**src/rtl/hram_txn_arbiter.sv**
```systemverilog
// hram_txn_arbiter: round-robin arbiter granting one of three requesters access to the HyperRAM transaction sequencer
// Ports: clk; rst (async, active-low); req_valid/req_kind/req_addr in, req_ready out (per requester);
//        rsp_done/rsp_err one-cycle completion/timeout pulses to the owner;
//        seq_start/seq_kind/seq_addr/seq_abort to the sequencer, seq_done from it;
//        busy (not IDLE) and grant_id (owner, 3 when idle).
module hram_txn_arbiter #(
  parameter int TIMEOUT_CYC = 1024,
  parameter int TRWR_CYC    = 4
) (
  input  logic        clk,
  input  logic        rst,
  input  logic [2:0]  req_valid,
  input  logic [5:0]  req_kind,
  input  logic [95:0] req_addr,
  output logic [2:0]  req_ready,
  output logic [2:0]  rsp_done,
  output logic [2:0]  rsp_err,
  output logic        seq_start,
  output logic [1:0]  seq_kind,
  output logic [31:0] seq_addr,
  output logic        seq_abort,
  input  logic        seq_done,
  output logic        busy,
  output logic [1:0]  grant_id
);
  typedef enum logic [2:0] {IDLE, GRANT, LAUNCH, WAIT, RECOVER} state_t;
  state_t      state_q, state_d;
  logic [1:0]  ptr_q, ptr_d, win_q, win_d, c1, c2, win;
  logic [1:0]  kind_q, kind_d;
  logic [31:0] addr_q, addr_d;
  logic [15:0] cnt_q, cnt_d;
  logic [7:0]  rc_q, rc_d;
  logic [2:0]  done_q, done_d, err_q, err_d, own_oh;
  logic        abort_q, abort_d, arm_q, expire;
  always_ff @(posedge clk or negedge rst)
    if (!rst) state_q <= IDLE;
    else      state_q <= state_d;
  always_comb begin
    state_d = state_q;
    case (state_q)
      IDLE:    state_d = (arm_q && |req_valid) ? GRANT : IDLE;
      GRANT:   state_d = req_valid[win_q] ? LAUNCH : IDLE;
      LAUNCH:  state_d = WAIT;
      WAIT:    state_d = (seq_done || expire) ? RECOVER : WAIT;
      RECOVER: state_d = (rc_q == 8'(TRWR_CYC - 1)) ? IDLE : RECOVER;
      default: state_d = IDLE;
    endcase
  end
  always_comb begin
    req_ready = (state_q == GRANT) ? own_oh : 3'b000;
    seq_start = state_q == LAUNCH;
    busy      = state_q != IDLE;
    grant_id  = busy ? win_q : 2'd3;
    rsp_done  = done_q;
    rsp_err   = err_q;
    seq_abort = abort_q;
    seq_kind  = kind_q;
    seq_addr  = addr_q;
  end
  // Round-robin search order is ptr, ptr+1, ptr+2 (mod 3); c2 is the fallback when any bit is set.
  always_comb begin
    own_oh  = 3'b001 << win_q;
    c1      = (ptr_q == 2'd2) ? 2'd0 : ptr_q + 2'd1;
    c2      = (ptr_q == 2'd0) ? 2'd2 : ptr_q - 2'd1;
    win     = req_valid[ptr_q] ? ptr_q : req_valid[c1] ? c1 : c2;
    win_d   = (state_q == IDLE) ? win : win_q;
    ptr_d   = (state_q == GRANT && req_valid[win_q]) ? ((win_q == 2'd2) ? 2'd0 : win_q + 2'd1) : ptr_q;
    kind_d  = (state_q == GRANT) ? req_kind[{win_q, 1'b0} +: 2] : kind_q;
    addr_d  = (state_q == GRANT) ? req_addr[{win_q, 5'b0} +: 32] : addr_q;
    cnt_d   = (state_q == LAUNCH) ? 16'd0 : (state_q == WAIT && cnt_q != 16'hFFFF) ? cnt_q + 16'd1 : cnt_q;
    expire  = state_q == WAIT && cnt_q == 16'(TIMEOUT_CYC - 1);
    rc_d    = (state_q == RECOVER) ? rc_q + 8'd1 : 8'd0;
    // A completion on the expiry cycle wins over the abort.
    done_d  = (state_q == WAIT && seq_done) ? own_oh : 3'b000;
    abort_d = expire && !seq_done;
    err_d   = abort_d ? own_oh : 3'b000;
  end
  // arm_q holds off arbitration for one edge after reset release.
  always_ff @(posedge clk or negedge rst)
    if (!rst) begin
      ptr_q   <= 2'd0;
      win_q   <= 2'd0;
      kind_q  <= 2'd0;
      addr_q  <= 32'd0;
      cnt_q   <= 16'd0;
      rc_q    <= 8'd0;
      done_q  <= 3'b000;
      err_q   <= 3'b000;
      abort_q <= 1'b0;
      arm_q   <= 1'b0;
    end else begin
      ptr_q   <= ptr_d;
      win_q   <= win_d;
      kind_q  <= kind_d;
      addr_q  <= addr_d;
      cnt_q   <= cnt_d;
      rc_q    <= rc_d;
      done_q  <= done_d;
      err_q   <= err_d;
      abort_q <= abort_d;
      arm_q   <= 1'b1;
    end
endmodule

```
**config.mk**
```make
export PLATFORM = sky130hd
export DESIGN_NAME = hram_txn_arbiter
export DESIGN_NICKNAME = d
export VERILOG_FILES = /design/src/rtl/hram_txn_arbiter.sv
export SDC_FILE = /design/constraint.sdc
export NUM_CORES = 1
export LEC_CHECK = 0
export ABC_AREA = 1
export CAP_MARGIN = 10
export CORE_MARGIN = 4
export CORE_UTILIZATION = 47
export CTS_BUF_LIST = sky130_fd_sc_hd__clkbuf_16
export DETAILED_ROUTE_END_ITERATION = 16
export GPL_ROUTABILITY_DRIVEN = 0
export GPL_TIMING_DRIVEN = 0
export PLACE_DENSITY_LB_ADDON = 0.08
export RECOVER_POWER = 25
export SYNTH_ARGS = -nofsm -noshare
export SYNTH_HDL_FRONTEND = slang
export SYNTH_SLANG_ARGS = --single-unit
```
**constraint.sdc**
```tcl
create_clock -name clk -period 2.2 [get_ports clk]
set_input_delay 0.55 -clock clk [delete_from_list [all_inputs] [get_ports clk]]
set_output_delay 0.55 -clock clk [all_outputs]
set_load 0.05 [all_outputs]
```
==> run_results.csv <==
group,metric,value,unit
global_route,grt_usage,25.34,%
drt,vias,4203,
timing,finClkSkew,9.300,ps
synthesis,synthCells,481,
cts,cts_buffers,9,
timing,setup_violations,0,
layout,final_cell_area,6027,um2
power_and_ir_drop,power_density,1347,nW/um2
synthesis,yosys.cell_types.count,32,
timing,fmax,465.8,MHz
drt,antenna_left,0,
placed_design,numPortBuffers,155,
synthesis,syn_area_per_cell,8.095,um2
critical_path,critPathMaxFanout,8,
timing,whs,490.0,ps
layout,mostFrequentLayoutCells,"147 x clkdlybuf4s50_1, 123 x nand2_1, 72 x dfrtp_1",
critical_path,crit_type,"reg2out",
run,maxCapViolations,1,
floorplanning,die-area,9805,um2
cts,cts_hold_buf,0,
critical_path,worstPathRequired,1650,ps
synthesis,yosys.area.top_type,"dfrtp_1",
placed_design,place_hpwl,9245,um
placed_design,dpl_cell_area,5570,um2
cts,clockRootBuffer,"clkbuf_16",
synthesis,synth-seq-cells,73,
global_route,grt_util_met3,5.945,%
layout,synthToLayoutAreaGrowth,54.79,%
synthesis,synth.cell_area,3894,um2
timing,tightest_slew,1596,ps
critical_path,reg2reg_depth,6,
global_route,grt_use_met2,43.54,%
layout,final_common_cell,"clkdlybuf4s50_1",
timing,min_period_over_period,97.59,%
global_route,globalRoute.busiestLayer,"met2",
floorplanning,rows,32,
synthesis,yosys.area_share.simple,28.60,%
layout,fin_nets,774,
timing,finalSetupTns,0,ps
floorplanning,core_area,7888,um2
global_route,grt_max_degree,74,
timing,report.final.slew_viol_count,74,
synthesis,synth_top_family_by_area,"simple AND/OR/NAND/NOR gates",
floorplanning,initial_core_util,49.37,%
critical_path,end_kind,"output port",
synthesis,synthMuxAreaShare,0,%
synthesis,synth-xor-area-share,0.6748,%
synthesis,synth_compound_area_share,15.81,%
synthesis,yosysWarningCount,0,
drt,wire_per_inst,16.57,um
synthesis,yosys-top-cells-area,"dfrtp_1 47%, nand2_1 12%, nand3_1 5.8%, a22oi_1 4.8%, nor2_1 4.2%",
cts,clockBufferDepth,2,
hold_path,whs_path_depth,1,
power_and_ir_drop,power.total,8.117,mW
cts,htreeDepth,3,
layout,antenna_cells,0,
power_and_ir_drop,ir_drop,0.7815,mV
layout,drive_above_1_share,11.41,%
synthesis,synth_top_area_share,46.92,%
floorplanning,ioPinCount,156,
global_route,grt_pass1_vias,4187,
cts,clkLatencyLatePin,330,ps
hold_path,min_path_type,"reg2reg",
run_status,failed_checks,"max-capacitance violations, max-slew violations",
global_route,grt_first_pass_wirelength,20070,um
drt,detail_route.iter0.violations,305,
drt,viasPerCell,5.473,
critical_path,startpoint_type,"register",
global_route,use_met1,31.12,%
global_route,antenna_found_initial,0,
cts,clock_sinks,73,
timing,min_period,2147,ps
floorplanning,die_x,99.02,um
global_route,grt-ovfl-total,0,
cts,cts_tree,"done",
synthesis,yosysSeqAreaShare,46.92,%
drt,drc,0,
drt,wirelength,12730,um
synthesis,synth_nets,594,
layout,stdcell_count,768,
drt,dr.pass1.iters,5,
placed_design,dpl.cell_count,738,
power_and_ir_drop,power_leakage,2.686,nW
synthesis,synth_adder_area_share,1.607,%
timing,hold_violations,0,
cts,clk_transition_reported_paths,60,ps
timing,slew_headroom,-6.407,%
critical_path,crit_arrival,1600,ps
run_status,status,"finished with violations",
floorplanning,chipHeight,99.02,um
[sequential cells by signal (all words and copies together), names as in the netlist, 3 cells and up]
signal,count
rsp_err,3
seq_addr,32
rsp_done,3
state_q,3
rc_q,8
cnt_q,16
[through the flow]
step | utilization, % | setup slack [ps]
4_1_cts | 75.14 | 5.386
6_report | 76.41 | 53.04
3_3_place_gp | 70.65 | -1884
5_1_grt | 76.41 | -5.539
2_1_floorplan | - | 415.0
3_5_place_dp | 70.62 | -566.5
[critical path, cell delays in order (launching register included)]
cell     delay, ps
dfrtp_1        370
buf_4          180
nor2_4         170
inv_4           70
nor2_4         170
buf_6          160
buf_8          150
[layout make-up]
| cell class | count | area [um2] |
|---|---|---|
| clock buffers | 9 | 225.2 |
| multi-input cells | 350 | 1876 |
| flip-flops and latches | 73 | 1828 |
| fillers | 568 | 1861 |
| plain buffers | 20 | 120.1 |
| repair buffers | 169 | 1648 |
| clock inverters | 7 | 55.05 |
| inverters | 38 | 147.6 |
| well taps | 102 | 127.6 |
[logic make-up after synthesis]
group                      Yosys count
xor gates and xnor gates             3
and+or+nand+nor                    250
AOI/OAI and AO/OA                   91
adders and majority gates            5
DFF                                 73
buffers and inverters               58
other                                1
[final timing paths]
check / slack (ps) / to / startpoint
min in group asynchronous: 630 / rsp_err[1] / rst
hold reg to reg: 490 / rc_q[0] / rc_q[0]
setup / recovery: 50 / req_ready[1] / win_q[1]
max in group asynchronous: 510 / state_q[2] / rst
hold / removal: 490 / rc_q[0] / rc_q[0]
setup reg to reg: 400 / cnt_q[6] / state_q[2]
[cells in the mapped netlist]
library cell and instances:
a22oi_1 25, nor2_4 3, o211ai_1 1, nand4_1 15, clkbuf_1 7, a21oi_1 16, nor2_1 44, o311ai_0 1
nand3_1 45, nor2_2 6, clkinv_1 1, nor3_1 3, o21a_1 10, dfrtp_1 73, nor3_4 1, nand2_1 124
nand3b_1 1, inv_2 2, buf_2 10, ha_1 5, buf_6 1, a31oi_1 13, xor2_1 3, o21bai_1 2
buf_4 2, o21ai_0 11, inv_1 35, or2_2 3, a2bb2oi_1 12, conb_1 1, nand3_2 1, nand2_2 4
[power by group]
part	total (mW)	leakage [nW]	switching, mW	internal (mW)
sequential	1.99	0.935	0.237	1.75
clock	1.37	0.150	0.518	0.857
combinational	4.76	1.60	3.06	1.69
[per-layer routing]
metal / routed length, um / up-vias
met5: 0 / -
met4: 329 / 0
met3: 962 / 34
met2: 6432 / 188
met1: 5001 / 1993
li1: - / 1988
[repair_timing]
item                                    in CTS  in global routing
endpoints found under the setup margin       7                  7
buffers inserted                             2                 12
resized for setup                           56                 13
cloned                                       0                  0
pin swaps                                    4                  5
Power figures use the tool's default switching activity.
